`config.mk`:
```
export PLATFORM = sky130hd
export DESIGN_NAME = ivl_uvm_ovl_time_multi
export DESIGN_NICKNAME = d
export VERILOG_FILES = /design/src/rtl/ivl_uvm_ovl_time_multi.sv
export SDC_FILE = /design/constraint.sdc
export NUM_CORES = 1
export LEC_CHECK = 0
export ABC_CLOCK_PERIOD_IN_PS = 2600
export BUFFER_PORTS_ARGS = -buffer_cell sky130_fd_sc_hd__buf_4
export CORE_MARGIN = 1
export CORE_UTILIZATION = 45
export CTS_CLUSTER_DIAMETER = 120
export DETAILED_ROUTE_END_ITERATION = 16
export PLACE_DENSITY = 0.69
export SYNTH_ARGS = -nofsm -noshare
export SYNTH_HDL_FRONTEND = slang
export SYNTH_SLANG_ARGS = --single-unit
export TNS_END_PERCENT = 30
```
`constraint.sdc`:
```
create_clock -name clock -period 2.6 [get_ports clock]
set_clock_uncertainty 0.15 [all_clocks]
set_input_delay 0.78 -clock clock [delete_from_list [all_inputs] [get_ports clock]]
set_output_delay 0.78 -clock clock [all_outputs]
set_load 0.01 [all_outputs]
```
`src/rtl/ivl_uvm_ovl_time_multi.sv`:
```
// Multi-channel OVL time checker: per-channel window of NUM_CKS clocks
// in which test_expr must hold, with aggregate fire bits and error count.
module ivl_uvm_ovl_time_multi #(
    parameter int unsigned CHANNELS       = 4,
    parameter int unsigned NUM_CKS        = 2,
    parameter int unsigned NEW_START_MODE = 1,
    parameter int unsigned ERR_CNT_W      = 16
) (
    input  logic                 clock,
    input  logic                 reset,
    input  logic                 enable,
    input  logic [CHANNELS-1:0]  start_event,
    input  logic [CHANNELS-1:0]  test_expr,
    output logic [2:0]           fire,
    output logic [CHANNELS-1:0]  err_ch,
    output logic [CHANNELS-1:0]  active,
    output logic [ERR_CNT_W-1:0] err_count
);

    localparam int unsigned CW = $clog2(NUM_CKS + 1);
    localparam int unsigned PW = $clog2(CHANNELS + 1);
    localparam logic [CW-1:0] LOAD = CW'(NUM_CKS);
    localparam logic [CW-1:0] ONE  = CW'(1);

    typedef enum logic {IDLE, ACTIVE} state_e;

    state_e               state_q [CHANNELS];
    state_e               state_d [CHANNELS];
    logic [CW-1:0]        cnt_q   [CHANNELS];
    logic [CW-1:0]        cnt_d   [CHANNELS];
    logic [CHANNELS-1:0]  err_d;
    logic [CHANNELS-1:0]  open_d;
    logic [CHANNELS-1:0]  done_d;
    logic [CHANNELS-1:0]  err_ch_q;
    logic [2:0]           fire_q;
    logic [2:0]           fire_d;
    logic [ERR_CNT_W-1:0] err_count_q;
    logic [ERR_CNT_W-1:0] err_count_d;
    logic [PW-1:0]        pop;
    logic [ERR_CNT_W:0]   sum;

    always_ff @(posedge clock or negedge reset) begin
        if (!reset) begin
            for (int i = 0; i < int'(CHANNELS); i++) begin
                state_q[i] <= IDLE;
                cnt_q[i]   <= '0;
            end
            err_ch_q    <= '0;
            fire_q      <= '0;
            err_count_q <= '0;
        end else begin
            for (int i = 0; i < int'(CHANNELS); i++) begin
                state_q[i] <= state_d[i];
                cnt_q[i]   <= cnt_d[i];
            end
            err_ch_q    <= err_d;
            fire_q      <= fire_d;
            err_count_q <= err_count_d;
        end
    end

    // Failure beats new-start handling, which beats the countdown.
    always_comb begin
        err_d  = '0;
        open_d = '0;
        done_d = '0;
        active = '0;
        for (int i = 0; i < int'(CHANNELS); i++) begin
            state_d[i] = state_q[i];
            cnt_d[i]   = cnt_q[i];
            active[i]  = (state_q[i] == ACTIVE);
            if (!enable) begin
                state_d[i] = IDLE;
                cnt_d[i]   = '0;
            end else begin
                unique case (state_q[i])
                    IDLE: begin
                        if (start_event[i]) begin
                            state_d[i] = ACTIVE;
                            cnt_d[i]   = LOAD;
                            open_d[i]  = 1'b1;
                        end
                    end
                    ACTIVE: begin
                        if (!test_expr[i]) begin
                            err_d[i]   = 1'b1;
                            state_d[i] = IDLE;
                            cnt_d[i]   = '0;
                        end else if (start_event[i] && NEW_START_MODE == 1) begin
                            cnt_d[i]  = LOAD;
                            open_d[i] = 1'b1;
                        end else begin
                            if (start_event[i] && NEW_START_MODE == 2) begin
                                err_d[i] = 1'b1;
                            end
                            if (cnt_q[i] == ONE) begin
                                state_d[i] = IDLE;
                                cnt_d[i]   = '0;
                                done_d[i]  = 1'b1;
                            end else begin
                                cnt_d[i] = cnt_q[i] - ONE;
                            end
                        end
                    end
                endcase
            end
        end
    end

    // Saturating accumulate; pop never exceeds the counter range.
    always_comb begin
        pop = '0;
        for (int i = 0; i < int'(CHANNELS); i++) begin
            pop = pop + PW'(err_d[i]);
        end
        sum         = {1'b0, err_count_q} + (ERR_CNT_W + 1)'(pop);
        err_count_d = sum[ERR_CNT_W] ? '1 : sum[ERR_CNT_W-1:0];
        fire_d      = {|done_d, |open_d, |err_d};
    end

    assign fire      = fire_q;
    assign err_ch    = err_ch_q;
    assign err_count = err_count_q;

endmodule

```
* After elaboration in Yosys (flattened, before gate mapping)
Index checks and enable logic that the tools add are counted.
** Word-level totals
- Bits in registers :: 35
- Word-level logic and storage cells :: 127
** Operators by class
- Add/subtract/negate cells :: 8
- Equality and inequality tests :: 8
- Multiplexer cells :: 93
- Bitwise operators :: 4
- Reduce and logical (&&, ||, !) cells :: 3
** Operators with widths (number)
- $mux W1 :: 60
- $mux W2 :: 20
- $add A16 B3 Y17 :: 1
- $mux W16 :: 1
- $pmux W1 S2 :: 8
- $pmux W2 S2 :: 4
- $ne A3 B3 Y1 const B :: 4
- $reduce_or A4 Y1 :: 3
- $eq A2 B1 Y1 const B :: 4
- $sub A2 B1 Y2 const B :: 4
- $not A1 Y1 :: 4
- $add A2 B1 Y3 :: 1
- $add A3 B1 Y3 :: 1
- $add A1 B1 Y2 :: 1

* Logic depth before layout (Yosys ltp)
Gate-level depths: netlist (run 1).
- Depth in word-level cells :: 8
- Gate-level depth with buffers :: 13

* Least setup slack after synthesis (run 1)
No wires, ideal clock.
- Path kind :: in2reg
- From :: input enable
- To :: register err_count_q[15], in the netlist err_count[15]
- Setup time :: 0.127 ns
- Arrival time :: 3.121 ns
- Slack :: -0.798 ns
- Cell stages on the path :: 10
- Path through :: buf_2 inv_2 nor2_1 fa_1 inv_1 fa_1 nand2b_1 a2111oi_4 and3_1 mux2_1
** On the way
- Word-level cells in the longest chain between the ends :: 6
- Elaborated cells between the ends (all ways) :: 9
** Ends and longest elaborated chain
- from (decl) :: line 11 : input logic enable,
- $mux W1 :: line 72 : if (!enable) begin
- via err_d[0] :: line 31 : logic [CHANNELS-1:0] err_d;
- $add A1 B1 Y2 :: line 114 : pop = pop + PW'(err_d[i]);
- $add A2 B1 Y3 :: line 114
- $add A3 B1 Y3 :: line 114
- $add A16 B3 Y17 :: line 116 : sum = {1'b0, err_count_q} + (ERR_CNT_W + 1)'(pop);
- $mux W16 :: line 117 : err_count_d = sum[ERR_CNT_W] ? '1 : sum[ERR_CNT_W-1:0];
- via err_count_d[15] :: line 38 : logic [ERR_CNT_W-1:0] err_count_d;
- to (signal assigned) :: line 58 : err_count_q <= err_count_d;
- to (decl) :: line 37 : logic [ERR_CNT_W-1:0] err_count_q;
The timed path passes the listed nets, and every way through them passes these cells.
A chain may end at the register's enable or synchronous reset.

* Final worst setup path (run 1)
- From :: input test_expr[0]
- To :: register err_count_q[15], in the netlist err_count[15]
** On the way
- Word-level cells in the longest chain between the ends :: 8
** Ends and longest elaborated chain
- from (decl) :: line 13 : input logic [CHANNELS-1:0] test_expr,
- $mux W1 :: line 85 : if (!test_expr[i]) begin
- $mux W1 :: line 76 : unique case (state_q[i])
- $mux W1 :: line 72
- via err_d[0] :: line 31
- $add A1 B1 Y2 :: line 114
- $add A2 B1 Y3 :: line 114
- $add A3 B1 Y3 :: line 114
- $add A16 B3 Y17 :: line 116
- $mux W16 :: line 117
- via err_count_d[15] :: line 38
The timed path passes the listed nets, and every way through them passes these cells.

==> results.toml, run 1 <==
[floorplan]
rows = 22
die_h_um = 64.6
core_area_sq_mm = 0.00372
die_area_sq_mm = 0.00417
ioPinCount = 38
die_x_um = 64.6
start_util_pct = 47.4

[sta]
slew_viol_final = 0
setup_viol = 16
worst_slack_ns = -0.353
timing.hold.ws_ns = 0.284
fin_tns_setup_ns = -4.48
max-slew-margin-rel_pct = 69.3
worstMarginPinSlew_ns = 0.456
clock.fmax_ghz = 0.339
min_period_ns = 2.95
rsz0062_at_grt = "true"
period_share_pct = 114
hold_viol = 0

[worst_setup_path]
cp_max_fo = 3
r2r-end = "err_count[15]$_DFF_PN0_"
r2r.worst_path.cells = 9
slowest_stage = "fa_1"
critPathLaunchType = "input pin"
worstPathArrival_ns = 2.97
cpLargestDelayFamily = "adder cells"
max_stage_delay_ns = 0.50
r2r-start = "active[0]$_DFF_PN0_"
cp_num_buf_inv = 2
endpoint_kind = "register"
worstPathRequired_ns = 2.62
critical_path.cell_chain = "buf_6 > nand2b_4 > nor2_4 > fa_1 > inv_1 > fa_2 > nand2b_4 > a2111oi_4 > and3_1 > mux2_4"
reg2reg_slack_ns = -0.19
crit_type = "in2reg"
crit_top_cell = "nand2b_4"

[global_route]
grt_max_degree = 36
grt_pass1_vias = 1478
gr-usage-met1_pct = 28.1
gr-usage-all-layers_pct = 21.9
grt_pass1_wl_um = 6840
use_met3_pct = 6.16
grt-busiest-layer = "met2"
grt.met2_usage_pct = 35.3
gr-total-overflow = 0
antenna_found_initial = 0

[logic_synthesis]
synth-edff-count = 0
synth_compound_area_share_pct = 13.3
synthFlopType = "dfrtp_1"
netlist_instances = 168
synth-seq-area-share_pct = 49.7
synthAdderAreaFrac_pct = 6.96
synth_area_sq_mm = 0.00176
muxShareOfSynthArea_pct = 3.19
async_flop_share_pct = 100
yosys.area_share.simple_pct = 18.7
syn_nets = 187
ys_types = 37
synth_xor_area_share_pct = 3.97
synth_warnings = 0
synth_top_family_by_area = "simple AND/OR/NAND/NOR gates"
avgSynthCellArea_sq_um = 10.5
synth_seq_cells = 35

[power]
switchingPower_w = 0.000447
p_per_area_mw_per_mm2 = 603
power.leakage_nw = 1.20
comb_power_share_pct = 24.0
p_clk_share_pct = 29.5
peakVddDrop_uv = 416
p_sw_share_pct = 30.1
seq_power_share_pct = 46.5
internal-power_w = 0.00104

[outcome]
violations = "setup timing"
outcome = "complete, but fails checks"

[final_layout]
final_cell_mix = "55 x buf_4, 35 x dfrtp_1, 18 x nand2_1, 14 x inv_1, 9 x a21oi_1"
synthToLayoutAreaGrowth_pct = 39.7
drive_gt1_share_pct = 40.8
final_common_cell = "buf_4"
post-route-util_pct = 66.3
fillers = 306
nets = 251
n_antenna_cell = 0

[placement]
port_buffers = 37
gp_congestion = 0.823
hpwl_um = 2900

[routing]
drt-total-wl_um = 3990
drt_iter0_drc = 79
antenna_left = 0
via_per_inst = 5.26
drcViolationCount = 0
vias = 1477
wire_per_inst_um = 14.2
drt_pass1_iterations = 4

[clock_tree]
cts.sinks = 35
post_cts_buffers = 0
worstSkewPairLatency_ns = 0.29
cts_tree = "yes"
cts_buffers = 5
clk_path_buf_depth = 2
htree_num_levels = 2
root_buffer = "clkbuf_8"
path_clk_slew_ns = 0.07

[job]
maxCapViolCount = 0

[hold_path]
hold_path.class = "in2async"
==> Yosys cell counts (all sizes together) (2+ instances only) <==
master,instances,area share (%)
nor3,5,1.4
o31ai,4,1.7
fa,3,3.4
ha,5,3.5
inv,17,3.6
a22oi,2,0.85
or2,2,0.71
and3,3,1.1
mux2,5,3.2
dfrtp,35,50
o21ai,6,1.7
xor2,2,0.99
nor4,4,2.3
a41oi,2,0.99
nand2b,6,2.1
xnor2,6,3.0
nor2,8,1.7
or3,4,1.4
nand2,19,4.0
a21oi,11,3.1
buf,2,0.57
a31oi,3,1.1
nand4,4,2.1
==> kinds of logic (layout without fill, tap and decap cells) <==
family	after synthesis	after routing
mux	5	5
flops	35	35
fa+ha+maj	8	8
compound gates	34	34
xor+xnor	8	8
simple gates	59	59
buf+inv	19	84
==> per-stage QoR <==
step                power, W  area (sq um)  setup slack, ns  std cells
finish               0.00148          2460           -0.353        281
global route         0.00157          2460           -0.423        281
CTS                  0.00150          2440           -0.341        281
detailed placement   0.00105          2300           -0.712        273
global placement     0.00104          2300           -0.649        273
floorplan           0.000859          1830           -0.542        168
==> how the worst max path moves through the flow <==
stage | startpoint | slack, ns | end | cells past startpoint
CTS | test_expr[0] | -0.34 | err_count[9]$_DFF_PN0_ | 13
finish | test_expr[0] | -0.35 | err_count[15]$_DFF_PN0_ | 10
global route | test_expr[0] | -0.42 | err_count[9]$_DFF_PN0_ | 13
global placement | test_expr[0] | -0.65 | err_count[15]$_DFF_PN0_ | 10
floorplan | enable | -0.54 | err_count[15]$_DFF_PN0_ | 10
detailed placement | test_expr[0] | -0.71 | err_count[15]$_DFF_PN0_ | 10
==> power groups by stage <==
stage	Combinational (W)	Clock, W	Sequential, W
floorplan	0.000146	0	0.000714
global route	0.000396	0.000468	0.000702
CTS	0.000362	0.000446	0.000689
detailed placement	0.000354	0	0.000698
global placement	0.000339	0	0.000696
finish	0.000356	0.000438	0.000690
==> what timing repair did <==
action | in CTS | in global routing
pin swaps | 6 | 3
setup endpoints to repair | 16 | 16
hold buffers | 0 | 0
resized for setup | 10 | 4
==> worst register-to-register path, delay by kind of cell (launching register included) <==
family	cells	cell delay, ns
adders and majority gates	2	0.85
and+or+nand+nor	4	0.54
DFF	1	0.42
AOI/OAI and AO/OA	1	0.35
muxes	1	0.30
buffers and inverters	1	0.05
==> sequential cells by signal, summed over array words and instances (netlist names) <==
register and flops:
err_count 16, err_ch 4, active 4, cnt_q 8, fire 3
==> cell type report <==
| type | count | area (sq um) | share of cell area (%) |
|---|---|---|---|
| Timing Repair Buffer | 59 | 458 | 18.6 |
| Clock buffer | 8 | 100 | 4.07 |
| Multi-Input combinational cell | 114 | 897 | 36.4 |
| Sequential cell | 35 | 876 | 35.6 |
| Tap cell | 48 | 60.1 | 2.44 |
| Inverter | 17 | 71.3 | 2.90 |
==> per-layer routing <==
metal	wire length, um	share of wire, %
met4	58	1.5
met3	170	4.3
met5	0	0
met1	1820	46
met2	1930	49
Power figures use the tool's default switching activity.
==> run 2: changes to the inputs <==
--- a/config.mk
+++ b/config.mk
@@ -11,7 +11,8 @@
 export CORE_UTILIZATION = 45
 export CTS_CLUSTER_DIAMETER = 120
 export DETAILED_ROUTE_END_ITERATION = 16
-export PLACE_DENSITY = 0.69
+export PLACE_DENSITY = 0.82
+export RECOVER_POWER = 100
 export SYNTH_ARGS = -nofsm -noshare
 export SYNTH_HDL_FRONTEND = slang
 export SYNTH_SLANG_ARGS = --single-unit
==> run 2 against run 1 <==
  * The run still ends with setup timing left
  * Global-route usage down 0.18 points
  * Power down 4.0%
  * Hold slack better by 0.12 ns
==> results.toml, run 2 (synthesis results as in run 1) <==
[worst_setup_path]
endpoint_kind = "register"
critical_path.cell_chain = "buf_6 > nand2b_4 > nor2_4 > fa_1 > inv_1 > fa_2 > inv_2 > fa_2 > nand4_4 > nor2_4 > nand4_1 > buf_6 > a21oi_2"
worstPathArrival_ns = 3.00
max_stage_delay_ns = 0.50
cp_max_fo = 8
slowest_stage = "fa_1"
critPathLaunchType = "input pin"
crit_type = "in2reg"
worstPathRequired_ns = 2.67

[routing]
vias = 1480
drt-total-wl_um = 3960
antenna_left = 0
via_per_inst = 5.10
drcViolationCount = 0
drt_pass1_iterations = 4
drt_iter0_drc = 77
wire_per_inst_um = 13.7

[power]
power.leakage_nw = 1.25
peakVddDrop_uv = 378
p_sw_share_pct = 30.7
comb_power_share_pct = 25.3
p_clk_share_pct = 26.0
p_total_w = 0.00142
internal-power_w = 0.000987
p_per_area_mw_per_mm2 = 565
seq_power_share_pct = 48.6
switchingPower_w = 0.000438

[clock_tree]
worstSkewPairLatency_ns = 0.28
path_clk_slew_ns = 0.07
htree_num_levels = 2
cts_hold_buf = 0
clk_path_buf_depth = 2
cts_buffers = 5
cts.sinks = 35
cts_tree = "yes"
root_buffer = "clkbuf_8"

[sta]
max-slew-margin-rel_pct = 43.5
slew_viol_final = 0
hold_viol = 0
period_share_pct = 113
worstMarginPinSlew_ns = 0.847
clock.fmax_ghz = 0.341
rsz0062_at_grt = "true"
setup_viol = 16
min_period_ns = 2.93
worst_slack_ns = -0.334

[job]
maxCapViolCount = 0

[final_layout]
synthToLayoutAreaGrowth_pct = 43.1
drive_gt1_share_pct = 43.4
final_common_cell = "buf_4"
post-route-util_pct = 67.9
largest_reg_flops = 16
final_cell_mix = "64 x buf_4, 35 x dfrtp_1, 18 x nand2_1, 14 x inv_1, 9 x a21oi_1"
n_antenna_cell = 0
nets = 260

[global_route]
grt_pass1_wl_um = 6790
grt_pass1_vias = 1501
gr-total-overflow = 0
antenna_found_initial = 0
grt_max_degree = 36
gr-usage-all-layers_pct = 21.8

[placement]
hpwl_um = 2670
gp_congestion = 0.825
port_buffers = 37
place_ws_ns = -0.736

[floorplan]
die_h_um = 64.6
core_area_sq_mm = 0.00372
die_area_sq_mm = 0.00417
rows = 22
start_util_pct = 47.4
ioPinCount = 38
die_x_um = 64.6

[outcome]
outcome = "complete, but fails checks"
violations = "setup timing"

[hold_path]
hold_path.class = "reg2reg"
run 2: final cells by class:
cell class | count | area, sq um
multi-input cells | 114 | 915
repair buffers | 68 | 519
flip-flops and latches | 35 | 876
inverters | 17 | 71.3
clock buffers | 7 | 76.3
fillers | 266 | 1190
well taps | 48 | 60.1
clock inverters | 1 | 5.00
run 2: path summary, 6_finish.rpt:
path,slack [ns],endpoint,startpoint,cells after the start
setup / recovery,-0.33,err_count[9]$_DFF_PN0_,test_expr[2],13
hold / removal,0.41,cnt_q[3]$_DFFE_PN0P_,cnt_q[3]$_DFFE_PN0P_,2
setup reg to reg,-0.15,err_count[9]$_DFF_PN0_,active[2]$_DFF_PN0_,12
hold reg to reg,0.41,cnt_q[3]$_DFFE_PN0P_,cnt_q[3]$_DFFE_PN0P_,2
max in group asynchronous,1.33,err_count[3]$_DFF_PN0_,reset,1
min in group asynchronous,0.44,fire[0]$_DFF_PN0_,reset,1
run 2: routing by layer:
layer | GRT usage, % | wire [um]
met3 | 4.05 | 132
met1 | 27.9 | 1780
met2 | 35.9 | 1980
met5 | 0 | 0
met4 | 9.44 | 64
run 2: stage by stage:
step	setup TNS [ns]	hold slack (ns)	instances	area (sq um)
after detailed placement	-10.79	0.403	273	2300
final	-4.47	0.407	290	2520
after global routing	-5.87	0.440	290	2520
after global placement	-9.35	0.384	273	2300
after CTS	-4.35	0.299	288	2500
after floorplan	-7.47	0.334	168	1830
run 2: timing repair:
action,in CTS,in global routing
setup endpoints to repair,16,16
pin swaps,10,8
setup buffers,7,2
resized for setup,14,3
run 2: power groups by stage:
| stage | clock network [W] | logic, W | registers (W) |
|---|---|---|---|
| after floorplan | 0 | 0.000146 | 0.000714 |
| after global placement | 0 | 0.000332 | 0.000698 |
| after detailed placement | 0 | 0.000342 | 0.000698 |
| after CTS | 0.000376 | 0.000357 | 0.000691 |
| after global routing | 0.000411 | 0.000399 | 0.000703 |
| final | 0.000371 | 0.000361 | 0.000693 |
run 2: critical path: cells and delay by family:
family | cells | cell delay, ns
adder cells (fa/ha/maj) | 3 | 1.06
AND/OR/NAND/NOR | 5 | 0.65
AO/OA/AOI/OAI | 1 | 0.12
buffers and inverters | 4 | 0.38
